<file path="src/rtl/interpret_val_pipe.sv">
// -----------------------------------------------------------------------------
// interpret_val_pipe
//
// Two-stage valid/ready pipeline that interprets a raw sample as either
// unsigned or two's-complement signed and emits its unsigned magnitude plus
// a sign flag. It also keeps a few statistics about the results that are
// consumed downstream.
//
// Stage S1 registers the raw sample and its mode. Stage S2 registers the
// converted magnitude, sign and zero flag. Each stage has its own valid bit.
// S2 refills in the same cycle it is drained, so while out_ready is held high
// the pipeline sustains one sample per cycle.
//
// Optional feature (compile-time macro):
//   INTERP_PEAK_EN  tracks the largest consumed magnitude and its sign in
//                   peak_val / peak_neg. When undefined, both are tied to 0
//                   and the tracking registers and comparator are not built.
//
// Parameters:
//   WIDTH       data and magnitude width, legal range 2..32
//   CNT_W       width of the saturating sample counter
//
// Ports:
//   clk         system clock, rising edge active
//   rst_n       asynchronous active-low reset
//   in_valid    producer presents a sample
//   in_ready    sample accepted this cycle (combinational from out_ready)
//   in_data     raw sample
//   in_mode     1 = two's-complement signed, 0 = unsigned
//   out_valid   result available
//   out_ready   consumer accepts the result
//   out_val     unsigned magnitude
//   out_neg     1 = sample was negative
//   out_zero    1 when out_val is 0
//   clr_stats   synchronous clear of sample_cnt / peak_val / peak_neg
//   sample_cnt  number of results consumed, saturating
//   peak_val    largest magnitude consumed (0 when feature disabled)
//   peak_neg    sign of the sample held in peak_val
// -----------------------------------------------------------------------------
module interpret_val_pipe #(
    parameter int unsigned WIDTH = 8,
    parameter int unsigned CNT_W = 16
) (
    input  logic             clk,
    input  logic             rst_n,

    input  logic             in_valid,
    output logic             in_ready,
    input  logic [WIDTH-1:0] in_data,
    input  logic             in_mode,

    output logic             out_valid,
    input  logic             out_ready,
    output logic [WIDTH-1:0] out_val,
    output logic             out_neg,
    output logic             out_zero,

    input  logic             clr_stats,
    output logic [CNT_W-1:0] sample_cnt,
    output logic [WIDTH-1:0] peak_val,
    output logic             peak_neg
);

    // S1 state: raw sample and how to interpret it
    logic             s1_valid;
    logic [WIDTH-1:0] s1_data;
    logic             s1_mode;

    // Handshake and stage-advance strobes
    logic             in_fire;
    logic             out_fire;
    logic             s2_load;

    // Conversion of the S1 sample, registered into S2
    logic [WIDTH-1:0] conv_val;
    logic             conv_neg;

    // Stage control: S2 accepts when empty or being drained in this cycle
    assign out_fire = out_valid & out_ready;
    assign s2_load  = s1_valid & (~out_valid | out_fire);
    assign in_ready = ~s1_valid | s2_load;
    assign in_fire  = in_valid & in_ready;

    // Magnitude/sign conversion. The most negative value wraps onto itself
    // (e.g. 0x80 -> 0x80 at WIDTH 8), which is exactly its unsigned magnitude.
    always_comb begin
        conv_val = s1_data;
        conv_neg = 1'b0;
        if (s1_mode && s1_data[WIDTH-1]) begin
            conv_val = WIDTH'(~s1_data + WIDTH'(1));
            conv_neg = 1'b1;
        end
    end

    // S1 register: loads on input handshake, empties when S2 takes the sample
    always_ff @(posedge clk or negedge rst_n) begin
        if (!rst_n) begin
            s1_valid <= 1'b0;
            s1_data  <= '0;
            s1_mode  <= 1'b0;
        end else begin
            if (in_fire) begin
                s1_valid <= 1'b1;
                s1_data  <= in_data;
                s1_mode  <= in_mode;
            end else if (s2_load) begin
                s1_valid <= 1'b0;
            end
        end
    end

    // S2 register: result payload only changes on a load, so it holds while stalled
    always_ff @(posedge clk or negedge rst_n) begin
        if (!rst_n) begin
            out_valid <= 1'b0;
            out_val   <= '0;
            out_neg   <= 1'b0;
            out_zero  <= 1'b1;
        end else begin
            if (s2_load) begin
                out_valid <= 1'b1;
                out_val   <= conv_val;
                out_neg   <= conv_neg;
                out_zero  <= (conv_val == '0);
            end else if (out_fire) begin
                out_valid <= 1'b0;
            end
        end
    end

    // Saturating count of consumed results; a clear wins over a coincident handshake
    always_ff @(posedge clk or negedge rst_n) begin
        if (!rst_n) begin
            sample_cnt <= '0;
        end else begin
            if (clr_stats) begin
                sample_cnt <= '0;
            end else if (out_fire && (sample_cnt != '1)) begin
                sample_cnt <= sample_cnt + CNT_W'(1);
            end
        end
    end

`ifdef INTERP_PEAK_EN
    // Peak magnitude tracker; strict greater-than so ties keep the earlier sign
    always_ff @(posedge clk or negedge rst_n) begin
        if (!rst_n) begin
            peak_val <= '0;
            peak_neg <= 1'b0;
        end else begin
            if (clr_stats) begin
                peak_val <= '0;
                peak_neg <= 1'b0;
            end else if (out_fire && (out_val > peak_val)) begin
                peak_val <= out_val;
                peak_neg <= out_neg;
            end
        end
    end
`else
    // Peak tracking not built
    assign peak_val = '0;
    assign peak_neg = 1'b0;
`endif

endmodule

</file>
<file path="config.mk">
export PLATFORM = sky130hd
export DESIGN_NAME = interpret_val_pipe
export DESIGN_NICKNAME = d
export VERILOG_FILES = /design/src/rtl/interpret_val_pipe.sv
export SDC_FILE = /design/constraint.sdc
export NUM_CORES = 1
export LEC_CHECK = 0
export CAP_MARGIN = 30
export CELL_PAD_IN_SITES_DETAIL_PLACEMENT = 1
export CELL_PAD_IN_SITES_GLOBAL_PLACEMENT = 1
export CORE_MARGIN = 2
export CORE_UTILIZATION = 33
export DETAILED_ROUTE_END_ITERATION = 8
export MAX_ROUTING_LAYER = met4
export PLACE_DENSITY = 0.76
export SLEW_MARGIN = 5
export SYNTH_ARGS = -nofsm -noshare
export SYNTH_HDL_FRONTEND = slang
export SYNTH_SLANG_ARGS = --single-unit
export TNS_END_PERCENT = 5
</file>
<file path="constraint.sdc">
create_clock -name clk -period 1.9 [get_ports clk]
set_clock_uncertainty 0.15 [all_clocks]
set_input_delay 0.19 -clock clk [delete_from_list [all_inputs] [get_ports clk]]
set_output_delay 0.19 -clock clk [all_outputs]
set_load 0.05 [all_outputs]
</file>
## Word-level counts from Yosys, hierarchy flattened

Index checks and enable logic that the tools add are counted.

| cells by class | value |
|---|---|
| add/sub/neg operators | 2 |
| eq/ne operators | 1 |
| muxes and demuxes | 8 |
| bitwise operators | 8 |
| reduce and logical (&&, ||, !) cells | 6 |

Operators with widths:

| kind | number |
|---|---|
| $mux W16 | 2 |
| $add A16 B1 Y16 const B | 1 |
| $ne A16 B16 Y1 const B | 1 |
| $add A8 B1 Y8 const B | 1 |
| $logic_not A8 Y1 | 1 |
| $mux W8 | 1 |
| $not A8 Y8 | 1 |
| $reduce_bool A2 Y1 | 3 |
| $mux W1 | 5 |
| $and A1 B1 Y1 | 3 |
| $logic_and A1 B1 Y1 | 2 |
| $not A1 Y1 | 2 |
| $or A1 B1 Y1 | 2 |

| storage, ports and cells | value |
|---|---|
| bits in registers | 37 |
| input port bits | 14 |
| logic and storage cells | 33 |

## Logic depth before layout (Yosys ltp)

Gate-level depths: netlist (run 1).

| depth | value |
|---|---|
| word-level depth | 6 |
| mapped depth | 6 |

## Least setup slack after synthesis (run 1)

No wires, ideal clock.

| timing | value |
|---|---|
| kind | register to register |
| start point | reg out_valid |
| end point | reg s1_data[0] |
| arrival time | 2,041 ps |
| required time | 1,625 ps |
| path slack | -415 ps |
| stages on the path, launching flop included | 4 |
| buffers on the path | 0 |
| period minus slack after synthesis | 2,315 ps |
| cell sequence | dfrtp_1 > nand3b_1 > nand2_1 > mux2_2 |

| between the ends | value |
|---|---|
| word-level cells in the longest chain between the ends | 5 |

Ends and longest elaborated chain:

| item | line | source |
|---|---|---|
| start: declaration | 52 | `output logic out_valid,` |
| start signal: assignment | 115 | `out_valid <= 1'b0;` |
| start signal: assignment | 121 | `out_valid <= 1'b1;` |
| start signal: assignment | 126 | `out_valid <= 1'b0;` |
| $and A1 B1 Y1 or $not A1 Y1 (tied branches) | 79, 80 |  |
| $or A1 B1 Y1 (*) | 80 | `assign s2_load = s1_valid & (~out_valid \| out_fire);` |
| $and A1 B1 Y1 (*) | 80 |  |
| $or A1 B1 Y1 (*) | 81 | `assign in_ready = ~s1_valid \| s2_load;` |
| named net in_ready | 48 | `output logic in_ready,` |
| $and A1 B1 Y1 (*) | 82 | `assign in_fire = in_valid & in_ready;` |
| end signal: assignment | 104 | `s1_data <= in_data;` |
| end: declaration | 66 | `logic [WIDTH-1:0] s1_data;` |

Mark *: on every way through the listed nets, which the timed path passes. The rest lies on a longest branch.
A chain may end at the register's enable or synchronous reset.

## Worst setup path in the final report (run 1)

| timing | value |
|---|---|
| start point | reg sample_cnt[4] |
| end point | out sample_cnt[4] |

RTL lines:

| item | line | source |
|---|---|---|
| start: declaration | 59 | `output logic [CNT_W-1:0] sample_cnt,` |
| start signal: assignment | 139 | `sample_cnt <= sample_cnt + CNT_W'(1);` |

No word-level cell between the ends.

==> results of run 1 <==
## worst register-to-register path, cell delays in order (launching register included)
cell     delay, ns
dfrtp_2       0.43
ha_4          0.17
and4_1        0.25
nand3_2       0.16
or4_1         0.43
a21oi_1       0.17
## final cells by class
cell class | count | area share [%]
tap | 75 | 3.50
inverter | 3 | 0.420
clock buffer | 5 | 2.57
timing repair buffer | 56 | 19.1
multi-input combinational | 148 | 38.2
sequential | 37 | 35.4
clock inverter | 3 | 0.840
## registers in the layout, summed over array words and instances (netlist names)
signal	cells
s1_data	8
out_neg	1
out_valid	1
out_val	8
sample_cnt	16
out_zero	1
s1_mode	1
s1_valid	1
## logic make-up after synthesis
logic type / count (synthesis) / synth area share (%)
simple gates: 72 / 22.0
compound gates: 47 / 14.8
flops: 37 / 46.8
buf+inv: 17 / 5.30
mux: 13 / 7.51
xor+xnor: 5 / 2.21
fa+ha+maj: 2 / 1.26
other cells: 1 / 0.189
## power by group through the flow
| stage | Combinational (W) | Clock [W] | Sequential, W |
|---|---|---|---|
| 3_5_place_dp | 0.000654 | 0 | 0.000978 |
| 6_report | 0.000652 | 0.000558 | 0.000964 |
| 2_1_floorplan | 0.000241 | 0 | 0.00115 |
| 3_3_place_gp | 0.000641 | 0 | 0.000969 |
| 5_1_grt | 0.000704 | 0.000616 | 0.000980 |
| 4_1_cts | 0.000657 | 0.000578 | 0.000963 |
## repair_timing
item	in CTS	in global routing
pin swaps	0	3
gates resized for setup	2	4
hold buffers	0	0
endpoints found under the setup margin	2	8
## cell usage after synthesis, types with 2 or more instances
cell type  number
a21oi_1        14
a41oi_1         2
and2_1          2
buf_4           9
clkbuf_1        3
dfrtp_1        36
ha_1            2
inv_1           3
mux2_2         10
nand2_1        18
nand2b_1        5
nand3_1         8
nand3_2         2
nand4_1         3
nor2_1          7
nor2b_1         2
nor3_1          3
nor3b_1         2
o21ai_0        13
o21ai_1         3
o31ai_1         7
o41ai_1         2
or3_1           6
or4_1           6
xnor2_1         3
xor2_1          2
## path summary, 6_finish.rpt
check | startpoint | to | slack, ns
min in group clk | out_val[0] | out_val[0] | 0.34
max in group asynchronous | rst_n | out_zero | 1.22
worst min register to register | out_val[0] | out_val[0] | 0.34
worst min-delay path | rst_n | sample_cnt[4] | 0.12
worst max register to register | sample_cnt[0] | sample_cnt[14] | 0.06
worst max-delay path | sample_cnt[4] | sample_cnt[4] | 0.04
## stage by stage
stage	hold WS (ns)	setup TNS, ns	util (%)	power, W	area, sq um
finish	0.119	0	45.9	0.00217	2680
global route	0.159	-0.0500	45.9	0.00230	2680
CTS	0.125	0	45.5	0.00220	2660
detailed placement	0.329	-0.246	43.9	0.00163	2570
global placement	0.316	0	43.9	0.00161	2570
floorplan	-0.256	-0.735	-	0.00140	2060
## metal layers
metal | share of wire (%) | wire (um)
met5 | 0 | 0
met4 | 0.83 | 42
met3 | 2.7 | 137
met2 | 50 | 2530
met1 | 46 | 2350
==> impl_metrics.toml, run 1 <==
[status]
status = "finished clean"

[routing]
antenna_left = 0
drt-total-wl_um = 5060
via_per_inst = 5.13
wire_per_inst_um = 15.5
first_iter_violations = 90
routed-via-count = 1679
drc = 0
drtPass1Iterations = 4

[global_routing]
antenna_found_initial = 0
grt_pass1_vias = 1751
use_met1_pct = 22.4
overflow = 0
grt_max_degree = 38
gr-usage-met3_pct = 2.31
grt_pass1_wl_um = 8540
grt_usage_pct = 16.8
grt_busiest_layer = "met2"
met2_usage_pct = 26.8

[worst_setup_path]
path_class = "reg -> out"
start_kind = "flop"
max_stage_delay_ns = 0.82
crit_family = "buffers and inverters"
crit_buf_inv = 1
r2r_cells = 5
required_ns = 1.56
path_cells = "clkdlybuf4s50_1"
crit_cells = 1
crit_arrival_ns = 1.52
cp_slowest_cell = "clkdlybuf4s50_1"
crit_fanout = 6
cp-end-kind = "primary output"

[synthesis]
synth_top_area_share_pct = 45.4
syn_inst = 194
synth.largest_area_cell = "dfrtp_1"
syn_area_per_cell_sq_um = 10.2
synth_area_sq_um = 1980
synthArstFlopShare_pct = 100
ys_seq_area_share_pct = 46.8
synth_seq_cells = 37
synth_warnings = 0
synth_edf_count = 0
synth_cell_types = 47
synth_flop_cell = "dfrtp_1"
netlist_top_cells_area = "dfrtp_1 (45%), mux2_2 (5.7%), a21oi_1 (3.5%)"

[layout]
layout.nets = 267
regArea_sq_um = 948
final_cells = 327
final_common_cell = "buf_4"
synthToLayoutAreaGrowth_pct = 35.3
diodes = 0
final_cell_mix = "buf_4 (27), clkdlybuf4s50_1 (25), dfrtp_1 (19), nand2_1 (17), dfrtp_2 (17)"
multi_input_area_sq_um = 1020
n_fill_cell = 659
drive_above_1_share_pct = 31.7

[timing]
period_share_pct = 97.6
fin_crit_ns = 1.86
fin_ws_ns = 0.0449
slew_headroom_pct = 66.3
finalMaxSlewViolations = 0
fmax_mhz = 539
worst_pin_slew_ns = 0.504
hold_violations = 0
rsz0062_at_grt = "yes"
setup_viol = 0

[placement]
post-dp-hpwl_um = 3830
port-buffer-count = 41
dp_cells = 319
post-place-ws_ns = -0.102
gp_congestion = 0.888

[hold_path]
hold_class = "in -> async"

[clock_tree]
cts_tree = "built"
cts_max_path_buffers = 2
clock_sinks = 37
clock_latency_ns = 0.28
clk_pin_slew_ns = 0.08
postCtsSetupRepairBufs = 0
cts_made_buffers = 5
root_buffer = "clkbuf_8"
cts_htree_levels = 2

[floorplanning]
pin_count = 51
die-area_sq_um = 6650
std_cell_rows = 28
dieWidth_um = 81.5
die_y_um = 81.5
initial_utilization_pct = 33.9
core_area_sq_um = 5850

[power]
p_sw_share_pct = 36.7
switchingPower_w = 0.000799
cellPowerDensity_nw_per_um2 = 810
clkPwrFrac_pct = 25.7
leakagePower_nw = 1.08
vdd_drop_max_uv = 370
seq_power_share_pct = 44.3
p_int_w = 0.00138
combPwrFrac_pct = 30.0

[run]
drv_cap = 0
Power figures use the tool's default switching activity.
==> run 2: changes to the inputs <==
--- a/config.mk
+++ b/config.mk
@@ -5,14 +5,15 @@
 export SDC_FILE = /design/constraint.sdc
 export NUM_CORES = 1
 export LEC_CHECK = 0
+export ABC_AREA = 1
 export CAP_MARGIN = 30
 export CELL_PAD_IN_SITES_DETAIL_PLACEMENT = 1
 export CELL_PAD_IN_SITES_GLOBAL_PLACEMENT = 1
 export CORE_MARGIN = 2
-export CORE_UTILIZATION = 33
+export CORE_UTILIZATION = 32
 export DETAILED_ROUTE_END_ITERATION = 8
 export MAX_ROUTING_LAYER = met4
-export PLACE_DENSITY = 0.76
+export PLACE_DENSITY = 0.77
 export SLEW_MARGIN = 5
 export SYNTH_ARGS = -nofsm -noshare
 export SYNTH_HDL_FRONTEND = slang
==> impl_metrics.toml, run 2 <==
[placement]
post-dp-hpwl_um = 4350
gp_congestion = 0.762
port-buffer-count = 41
place_area_sq_um = 2600

[routing]
drtPass1Iterations = 4
via_per_inst = 4.67
first_iter_violations = 70
antenna_left = 0
drt-total-wl_um = 5540
routed-via-count = 1916
drc = 0
wire_per_inst_um = 13.5

[worst_setup_path]
path_cells = "clkdlybuf4s50_1"
path_class = "reg -> out"
crit_buf_inv = 1
start_kind = "flop"
crit_family = "buffers and inverters"
crit_fanout = 2
required_ns = 1.56
crit_arrival_ns = 1.50
cp_slowest_cell = "clkdlybuf4s50_1"
cp-end-kind = "primary output"
max_stage_delay_ns = 0.82

[timing]
period_share_pct = 96.9
finalMaxSlewViolations = 0
setup_viol = 0
rsz0062_at_grt = "no"
slew_headroom_pct = 64.5
fmax_mhz = 543
worst_pin_slew_ns = 0.533
hold_violations = 0
fin_crit_ns = 1.84

[status]
status = "finished clean"

[run]
drv_cap = 0

[layout]
largest_reg_flops = 16
diodes = 0
synthToLayoutAreaGrowth_pct = 31.1
layout.nets = 348
final_area_sq_um = 2710
drive_above_1_share_pct = 17.4
final_common_cell = "nand2_1"
reg.largest.list = "sample_cnt x16, out_val x8, s1_data x8"
final_cell_mix = "nand2_1 (81), nor2_1 (37), buf_4 (37), dfrtp_1 (34)"
largest-register = "sample_cnt"

[clock_tree]
clk_pin_slew_ns = 0.08
clock_latency_ns = 0.30
clock_sinks = 37
cts_tree = "built"
cts_max_path_buffers = 2
cts_made_buffers = 5
root_buffer = "clkbuf_8"
cts_htree_levels = 2

[floorplanning]
core_area_sq_um = 6280
initial_utilization_pct = 32.9
die-area_sq_um = 7110
std_cell_rows = 29
dieWidth_um = 84.3
die_y_um = 84.3
pin_count = 51

[power]
vdd_drop_max_uv = 554
leakagePower_nw = 1.27
cellPowerDensity_nw_per_um2 = 866
finalPower_w = 0.00234

[global_routing]
grt_pass1_vias = 2018
grt_max_degree = 23
antenna_found_initial = 0
grt_pass1_wl_um = 9440
overflow = 0
grt_usage_pct = 17.0

[synthesis]
synth_area_sq_um = 2060
synth_xor_xnor_area_share_pct = 2.97
ys_seq_area_share_pct = 44.9
synth_top_area_share_pct = 43.7
synth_warnings = 0
synth.largest_area_cell = "dfrtp_1"
synth_adder_area_share_pct = 1.21
synthSimpleGateAreaFrac_pct = 33.4
synth_top_family_by_area = "simple AND/OR/NAND/NOR gates"
synthArstFlopShare_pct = 100
synth_flop_cell = "dfrtp_1"
syn_area_per_cell_sq_um = 7.61
synth_seq_cells = 37
yosysMostFrequentCell = "nand2_1"
synth_common_cells = "nand2_1 (81), nor2_1 (38), dfrtp_1 (36), nand3_1 (22), inv_1 (18)"
synth_edf_count = 0
synth_compound_area_share_pct = 8.07
synth_mux_area_share_pct = 0.546
syn_inst = 271
synth_cell_types = 32
netlist_top_cells_area = "dfrtp_1 (44%), nand2_1 (15%), nor2_1 (6.9%)"

[hold_path]
hold_class = "in -> async"
run 2: changes by cell type after synthesis, sizes merged, moves of 7 or more:
cell	delta
nor2	+34
o31ai	-7
inv	+15
nand2	+65
nand3	+12
mux2	-11
run 2: worst reg2reg max path: cells and delay by family (launching register included):
| kind | cells | cell delay (ns) |
|---|---|---|
| compound gates | 1 | 0.21 |
| fa+ha+maj | 1 | 0.22 |
| buf+inv | 2 | 0.30 |
| flops | 1 | 0.41 |
| simple gates | 5 | 0.41 |
run 2: power breakdown:
part           switching, W  internal [W]
clock network      0.000285      0.000296
logic              0.000535      0.000260
registers         0.0000753      0.000890
run 2: routing by layer:
layer  share of wire [%]  global-route usage, %  vias up
met3                 4.0                   4.13        5
met5                   0                      -        -
met4                0.45                   2.20        0
met2                  54                   31.1       40
li1                    -                      -      972
met1                  42                   19.3      899
run 2: logic make-up (layout without fill, tap and decap cells):
logic type                 Yosys count  in the layout
other                                1              9
muxes                                1              1
AOI/OAI and AO/OA                   29             29
adders and majority gates            2              2
DFF                                 37             37
buffers and inverters               34             88
xor gates and xnor gates             7              7
and+or+nand+nor                    160            160
run 2: final cells by class:
type                    instances  area (sq um)
well taps                      77          96.3
clock buffers                   8          90.1
fillers                       792          3570
flip-flops and latches         37           930
multi-input cells             208           995
repair buffers                 61           523
inverters                      19          71.3
run 2: repair_timing:
action / in CTS / in global routing
setup endpoints to repair: 0 / 14
hold buffers: 1 / 0
buffers inserted: 0 / 0
gates resized for setup: 0 / 1
hold endpoints to repair: 18 / 0
run 2: worst paths after layout:
check	from	to	slack (ns)	cells past startpoint
min reg2reg	out_val[4]	out_val[4]	0.35	1
max reg2reg	sample_cnt[0]	sample_cnt[9]	0.12	9
max in group asynchronous	rst_n	s1_data[3]	0.80	3
min in group clk	in_mode	s1_mode	0.32	3
min	rst_n	sample_cnt[5]	0.25	2
max	out_val[1]	out_val[1]	0.06	1
run 2: metrics by stage:
stage	util (%)	std cells	TNS, ns	setup slack [ns]	hold slack (ns)
after floorplan	-	279	-0.442	-0.0943	-0.256
after global placement	41.5	401	0	0.196	0.0443
after detailed placement	41.5	401	0	0.145	0.0494
after CTS	43.1	410	0	0.0541	0.267
after global routing	43.1	410	0	0.0160	0.292
final	43.1	410	0	0.0593	0.250
